File: src/rtl/f1_race_ctrl.sv
// f1_race_ctrl: race-start controller for the F1 lights game.
// One shared tick prescaler drives three phases. The light bar builds up
// over 8 ticks, then a random hold runs, then the reaction time is
// counted in ticks. Pressing early is reported as a jump start.
//
// Ports:
//   clk, rst          clock and synchronous active-high reset
//   trigger           start request (rising edge)
//   react             driver button (rising edge)
//   tick_div          one tick every tick_div+1 cycles
//   rnd               hold length in ticks (0 treated as 1), sampled at FF
//   data_out          light bar, bit0 = first light
//   react_time        last result, held until the next one
//   valid             one-cycle pulse when react_time/jump_start update
//   jump_start        last race ended by an early press
//   busy              high while in LIGHTS, HOLD or GO (combinational)
//   best_time         best non-jump result; only with F1_BEST_TIME_EN
//
// Optional feature macro: F1_BEST_TIME_EN (adds best_time).
module f1_race_ctrl #(
  parameter int unsigned WIDTH    = 7,
  parameter int unsigned TICK_W   = 16,
  parameter int unsigned RT_WIDTH = 12
) (
  input  logic                clk,
  input  logic                rst,
  input  logic                trigger,
  input  logic                react,
  input  logic [TICK_W-1:0]   tick_div,
  input  logic [WIDTH-1:0]    rnd,
  output logic [7:0]          data_out,
  output logic [RT_WIDTH-1:0] react_time,
  output logic                valid,
  output logic                jump_start,
  output logic                busy
`ifdef F1_BEST_TIME_EN
  ,
  output logic [RT_WIDTH-1:0] best_time
`endif
);

  typedef enum logic [2:0] {
    S_IDLE   = 3'd0,
    S_LIGHTS = 3'd1,
    S_HOLD   = 3'd2,
    S_GO     = 3'd3,
    S_DONE   = 3'd4
  } state_e;

  state_e              state_q, state_d;
  logic [7:0]          data_q, data_d;
  logic [TICK_W-1:0]   cnt_q, cnt_d;
  logic [WIDTH-1:0]    hold_q, hold_d;
  logic [RT_WIDTH-1:0] rt_q, rt_d;
  logic [RT_WIDTH-1:0] rtime_q, rtime_d;
  logic                valid_q, valid_d;
  logic                jump_q, jump_d;
  logic                trig_q, react_q;
`ifdef F1_BEST_TIME_EN
  logic [RT_WIDTH-1:0] best_q, best_d;
`endif

  logic trig_e, react_e, active, tick;

  assign trig_e  = trigger & ~trig_q;
  assign react_e = react & ~react_q;
  assign active  = (state_q == S_LIGHTS) || (state_q == S_HOLD) || (state_q == S_GO);
  assign tick    = active && (cnt_q == tick_div);

  // State register and all output registers.
  always_ff @(posedge clk) begin
    if (rst) begin
      state_q <= S_IDLE;
      data_q  <= 8'h00;
      cnt_q   <= '0;
      hold_q  <= '0;
      rt_q    <= '0;
      rtime_q <= '0;
      valid_q <= 1'b0;
      jump_q  <= 1'b0;
      trig_q  <= 1'b0;
      react_q <= 1'b0;
`ifdef F1_BEST_TIME_EN
      best_q  <= '1;
`endif
    end else begin
      state_q <= state_d;
      data_q  <= data_d;
      cnt_q   <= cnt_d;
      hold_q  <= hold_d;
      rt_q    <= rt_d;
      rtime_q <= rtime_d;
      valid_q <= valid_d;
      jump_q  <= jump_d;
      trig_q  <= trigger;
      react_q <= react;
`ifdef F1_BEST_TIME_EN
      best_q  <= best_d;
`endif
    end
  end

  // Next-state and output logic.
  always_comb begin
    state_d = state_q;
    data_d  = data_q;
    hold_d  = hold_q;
    rt_d    = rt_q;
    rtime_d = rtime_q;
    valid_d = 1'b0;
    jump_d  = jump_q;
`ifdef F1_BEST_TIME_EN
    best_d  = best_q;
`endif

    // An early press beats any tick in the same cycle.
    if ((state_q == S_LIGHTS || state_q == S_HOLD) && react_e) begin
      state_d = S_DONE;
      data_d  = 8'h00;
      jump_d  = 1'b1;
      rtime_d = '1;
      valid_d = 1'b1;
    end else begin
      case (state_q)
        S_IDLE, S_DONE: begin
          if (trig_e) begin
            state_d = S_LIGHTS;
            data_d  = 8'h01;
            jump_d  = 1'b0;
          end
        end
        S_LIGHTS: begin
          if (tick) begin
            data_d = {data_q[6:0], 1'b1};
            if (data_q == 8'h7F) begin
              state_d = S_HOLD;
              hold_d  = (rnd == '0) ? WIDTH'(1) : rnd;
            end
          end
        end
        S_HOLD: begin
          if (tick) begin
            hold_d = hold_q - WIDTH'(1);
            if (hold_q == WIDTH'(1)) begin
              state_d = S_GO;
              data_d  = 8'h00;
              rt_d    = '0;
            end
          end
        end
        S_GO: begin
          // Capture the pre-increment count; the press wins over a tick.
          if (react_e) begin
            state_d = S_DONE;
            rtime_d = rt_q;
            valid_d = 1'b1;
`ifdef F1_BEST_TIME_EN
            if (rt_q < best_q) best_d = rt_q;
`endif
          end else if (tick && (rt_q != '1)) begin
            rt_d = rt_q + RT_WIDTH'(1);
          end
        end
        default: state_d = S_IDLE;
      endcase
    end

    // Prescaler restarts on every state entry and idles outside a race.
    cnt_d = '0;
    if (active && (state_d == state_q) && !tick) cnt_d = cnt_q + TICK_W'(1);
  end

  assign data_out   = data_q;
  assign react_time = rtime_q;
  assign valid      = valid_q;
  assign jump_start = jump_q;
  assign busy       = active;
`ifdef F1_BEST_TIME_EN
  assign best_time  = best_q;
`endif

endmodule

File: config.mk
export PLATFORM = sky130hd
export DESIGN_NAME = f1_race_ctrl
export DESIGN_NICKNAME = d
export VERILOG_FILES = /design/src/rtl/f1_race_ctrl.sv
export SDC_FILE = /design/constraint.sdc
export NUM_CORES = 1
export LEC_CHECK = 0
export CORE_MARGIN = 3
export CORE_UTILIZATION = 48
export CTS_CLUSTER_DIAMETER = 30
export DETAILED_ROUTE_END_ITERATION = 10
export PLACE_DENSITY = 0.73
export SYNTH_ARGS = -nofsm -noshare
export SYNTH_HDL_FRONTEND = slang
export SYNTH_SLANG_ARGS = --single-unit
File: constraint.sdc
create_clock -name clk -period 1.9 [get_ports clk]
set_input_delay 0.19 -clock clk [delete_from_list [all_inputs] [get_ports clk]]
set_output_delay 0.19 -clock clk [all_outputs]
set_load 0.005 [all_outputs]
==> results_dict.tcl <==
set metrics [dict create \
    worstPathRequired_ps 2170 \
    cts_buffers 9 \
    gp_congestion 0.895 \
    final_nets 473 \
    die_area_um2 7380 \
    yosys_register_bits 62 \
    rsz0062_at_grt "yes" \
    wl_mm 7.68 \
    outcome "finished with violations" \
    insertedDiodeCount 0 \
    routedWlPerCell_um 14.7 \
    dpl.cell_count 506 \
    met3_usage_pct 6.92 \
    coreArea_um2 6060 \
    crit_arrival_ps 2190 \
    synth_mux_area_share_pct 0.326 \
    path_clk_slew_ps 70 \
    max-cap-violations 0 \
    instances_no_fill 521 \
    synth_top_area_share_pct 40.5 \
    pre_cts_ws_ps -332 \
    synth_fp_nets 389 \
    startpoint_type "register" \
    fillers 491 \
    ys.flop_type "dfxtp_1" \
    ir_drop_mv 0.499 \
    rows 28 \
    vias_per_cell 5.70 \
    setup_violations 2 \
    io_pins 50 \
    cts_root_buf "clkbuf_8" \
    critPathKind "reg -> reg" \
    grtUsageMet1_pct 28.4 \
    synthTopCellsByArea "dfxtp_1 40%, xor2_1 6.9%, nor2_1 5.5%" \
    setup_slack_ps -18.4 \
    start_util_pct 50.6 \
    worst_pin_slew_ps 574 \
    synthSimpleGateAreaFrac_pct 27.8 \
    cts_tree "built" \
    busiest_layer "met2" \
    synth-compound-area-share_pct 16.6 \
    avgSynthCellArea_um2 8.57 \
    power_mw 2.74 \
    slew_headroom_pct 61.7 \
    fin_worst_skew_ps 6.41 \
    grt_use_total_pct 21.9 \
    grt_remaining_overflow 0 \
    synthCells 358 \
    fin_setup_tns_ps -33.8 \
    grt_pass1_vias 2861 \
    finalHoldViolations 0 \
    first_iter_violations 193 \
    power_density_nw_per_um2 652 \
    syn2layout_area_growth_pct 37.0 \
    synth-adder-area-share_pct 1.63 \
    hp-class "in -> reg" \
    die_h_um 85.9 \
    async_flop_share_pct 0 \
    fin_hold_ws_ps 463 \
    numClockSinks 62 \
    ys_top_cells_by_count "62 x dfxtp_1, 45 x nor2_1, 24 x xor2_1, 21 x a21oi_1, 19 x nand2_1" \
    stdcell_area_um2 4200 \
    fmax_mhz 521 \
    port_buffers 49 \
    clk_path_buf_depth 2 \
    cellLeakagePower_nw 1.52 \
    failed_checks "negative setup slack" \
    post-route-min-period_ps 1920 \
    synth_edf_count 0 \
    fin_util_pct 69.3 \
    yosysWarnings 0 \
    clock_latency_ps 330 \
    worstPathMaxFanout 24 \
    drcViolationCount 0 \
    post-cts-setup-buffer-count 0 \
    dpl.hpwl_mm 5.59 \
    synth-xor-area-share_pct 8.85 \
    final_max_slew_viol_count 0 \
    die_x_um 85.9 \
    synth_top_family_by_area "simple AND/OR/NAND/NOR gates" \
    layout-drive-gt1-share_pct 19.1 \
    vias 2968 \
    synth_top_area_cell "dfxtp_1" \
    period_share_pct 101 \
    syn-cell-area_um2 3070 \
    synth.distinct_cells 45 \
    gr-usage-met2_pct 34.3 \
    ys_seq_area_share_pct 40.5 \
    placed_cell_area_um2 3930 \
    grt_pass1_wl_mm 13.0 \
    grt_max_degree 25 \
    hold_buffers 0 \
    htreeDepth 3 \
    final_antenna_net_count 0 \
    dr.pass1.iters 4 \
    crit_path_end_kind "register" \
    antenna_found_initial 0 \
    yosysMostFrequentCell "dfxtp_1" \
]
==> area by class of cell <==
type | instances | area, um2 | share of cell area [%]
multi-input cells | 267 | 1770 | 42.1
flip-flops and latches | 62 | 1250 | 29.7
repair buffers | 94 | 873 | 20.8
clock buffers | 11 | 141 | 3.37
well taps | 75 | 93.8 | 2.23
clock inverters | 4 | 47.5 | 1.13
inverters | 8 | 30.0 | 0.715
==> registers in the layout, indices dropped and copies added, names as in the netlist <==
| name | cells |
|---|---|
| data_out | 8 |
| cnt_q | 16 |
| hold_q | 7 |
| react_time | 12 |
| trig_q | 1 |
| jump_start | 1 |
| rt_q | 12 |
| valid | 1 |
| react_q | 1 |
| state_q | 3 |
==> power by group <==
group | internal [mW] | leakage (nW) | switching [mW]
Combinational | 0.153 | 0.921 | 0.132
Clock | 0.630 | 0.0952 | 0.487
Sequential | 1.32 | 0.504 | 0.0142
Total | 2.11 | 1.52 | 0.633
==> kinds of logic (layout without fill, tap and decap cells) <==
group / Yosys count / after routing
AOI/OAI and AO/OA: 79 / 79
xor gates and xnor gates: 31 / 31
adders and majority gates: 4 / 4
buffers and inverters: 29 / 117
DFF: 62 / 62
muxes: 1 / 1
and+or+nand+nor: 152 / 152
==> final timing paths <==
path	depth (start not counted)	end	slack, ps	from
worst max register to register	6	rt_q[10]$_SDFFE_PP0P_	-20	cnt_q[9]$_SDFF_PP0_
worst min-delay path	2	trig_q$_SDFF_PP0_	460	trigger
worst max-delay path	6	rt_q[10]$_SDFFE_PP0P_	-20	cnt_q[9]$_SDFF_PP0_
worst min register to register	2	data_out[7]$_SDFFE_PP0P_	470	data_out[7]$_SDFFE_PP0P_
==> what timing repair did <==
item | in CTS | in global routing
pin swaps | 1 | 4
cloned | 0 | 0
endpoints found under the setup margin | 6 | 45
resized for setup | 2 | 18
==> routing by layer <==
metal	vias up	wire, um
met1	1370	3540
met2	101	3630
met5	-	0
met4	0	101
li1	1485	-
met3	12	419
==> layout by cell type, fill, tap and decap left out, types with 4 or more instances in the layout <==
cell type / synthesis / routed
nand4_1: 15 / 15
clkdlybuf4s50_1: 0 / 49
xor2_1: 24 / 24
dfxtp_2: 0 / 4
nor3_1: 5 / 5
nand2_1: 19 / 19
o21ai_1: 9 / 9
o22ai_1: 12 / 12
dfxtp_1: 62 / 58
nor2b_1: 4 / 4
nor2_1: 45 / 44
o31ai_1: 15 / 14
clkbuf_8: 0 / 10
inv_1: 8 / 8
buf_4: 0 / 40
or4_1: 10 / 9
and2_1: 4 / 4
a21oi_1: 21 / 19
xnor2_1: 7 / 7
nor4_2: 3 / 4
and3_1: 6 / 6
ha_1: 4 / 4
nand3_1: 17 / 15
==> critical path: stages (launching register included) <==
cell	delay, ps
dfxtp_1	320
xor2_1	170
nor4_2	340
nand4_2	160
buf_12	190
or4_1	520
a21oi_2	150
No activity file was read; power rests on OpenSTA's default activity.
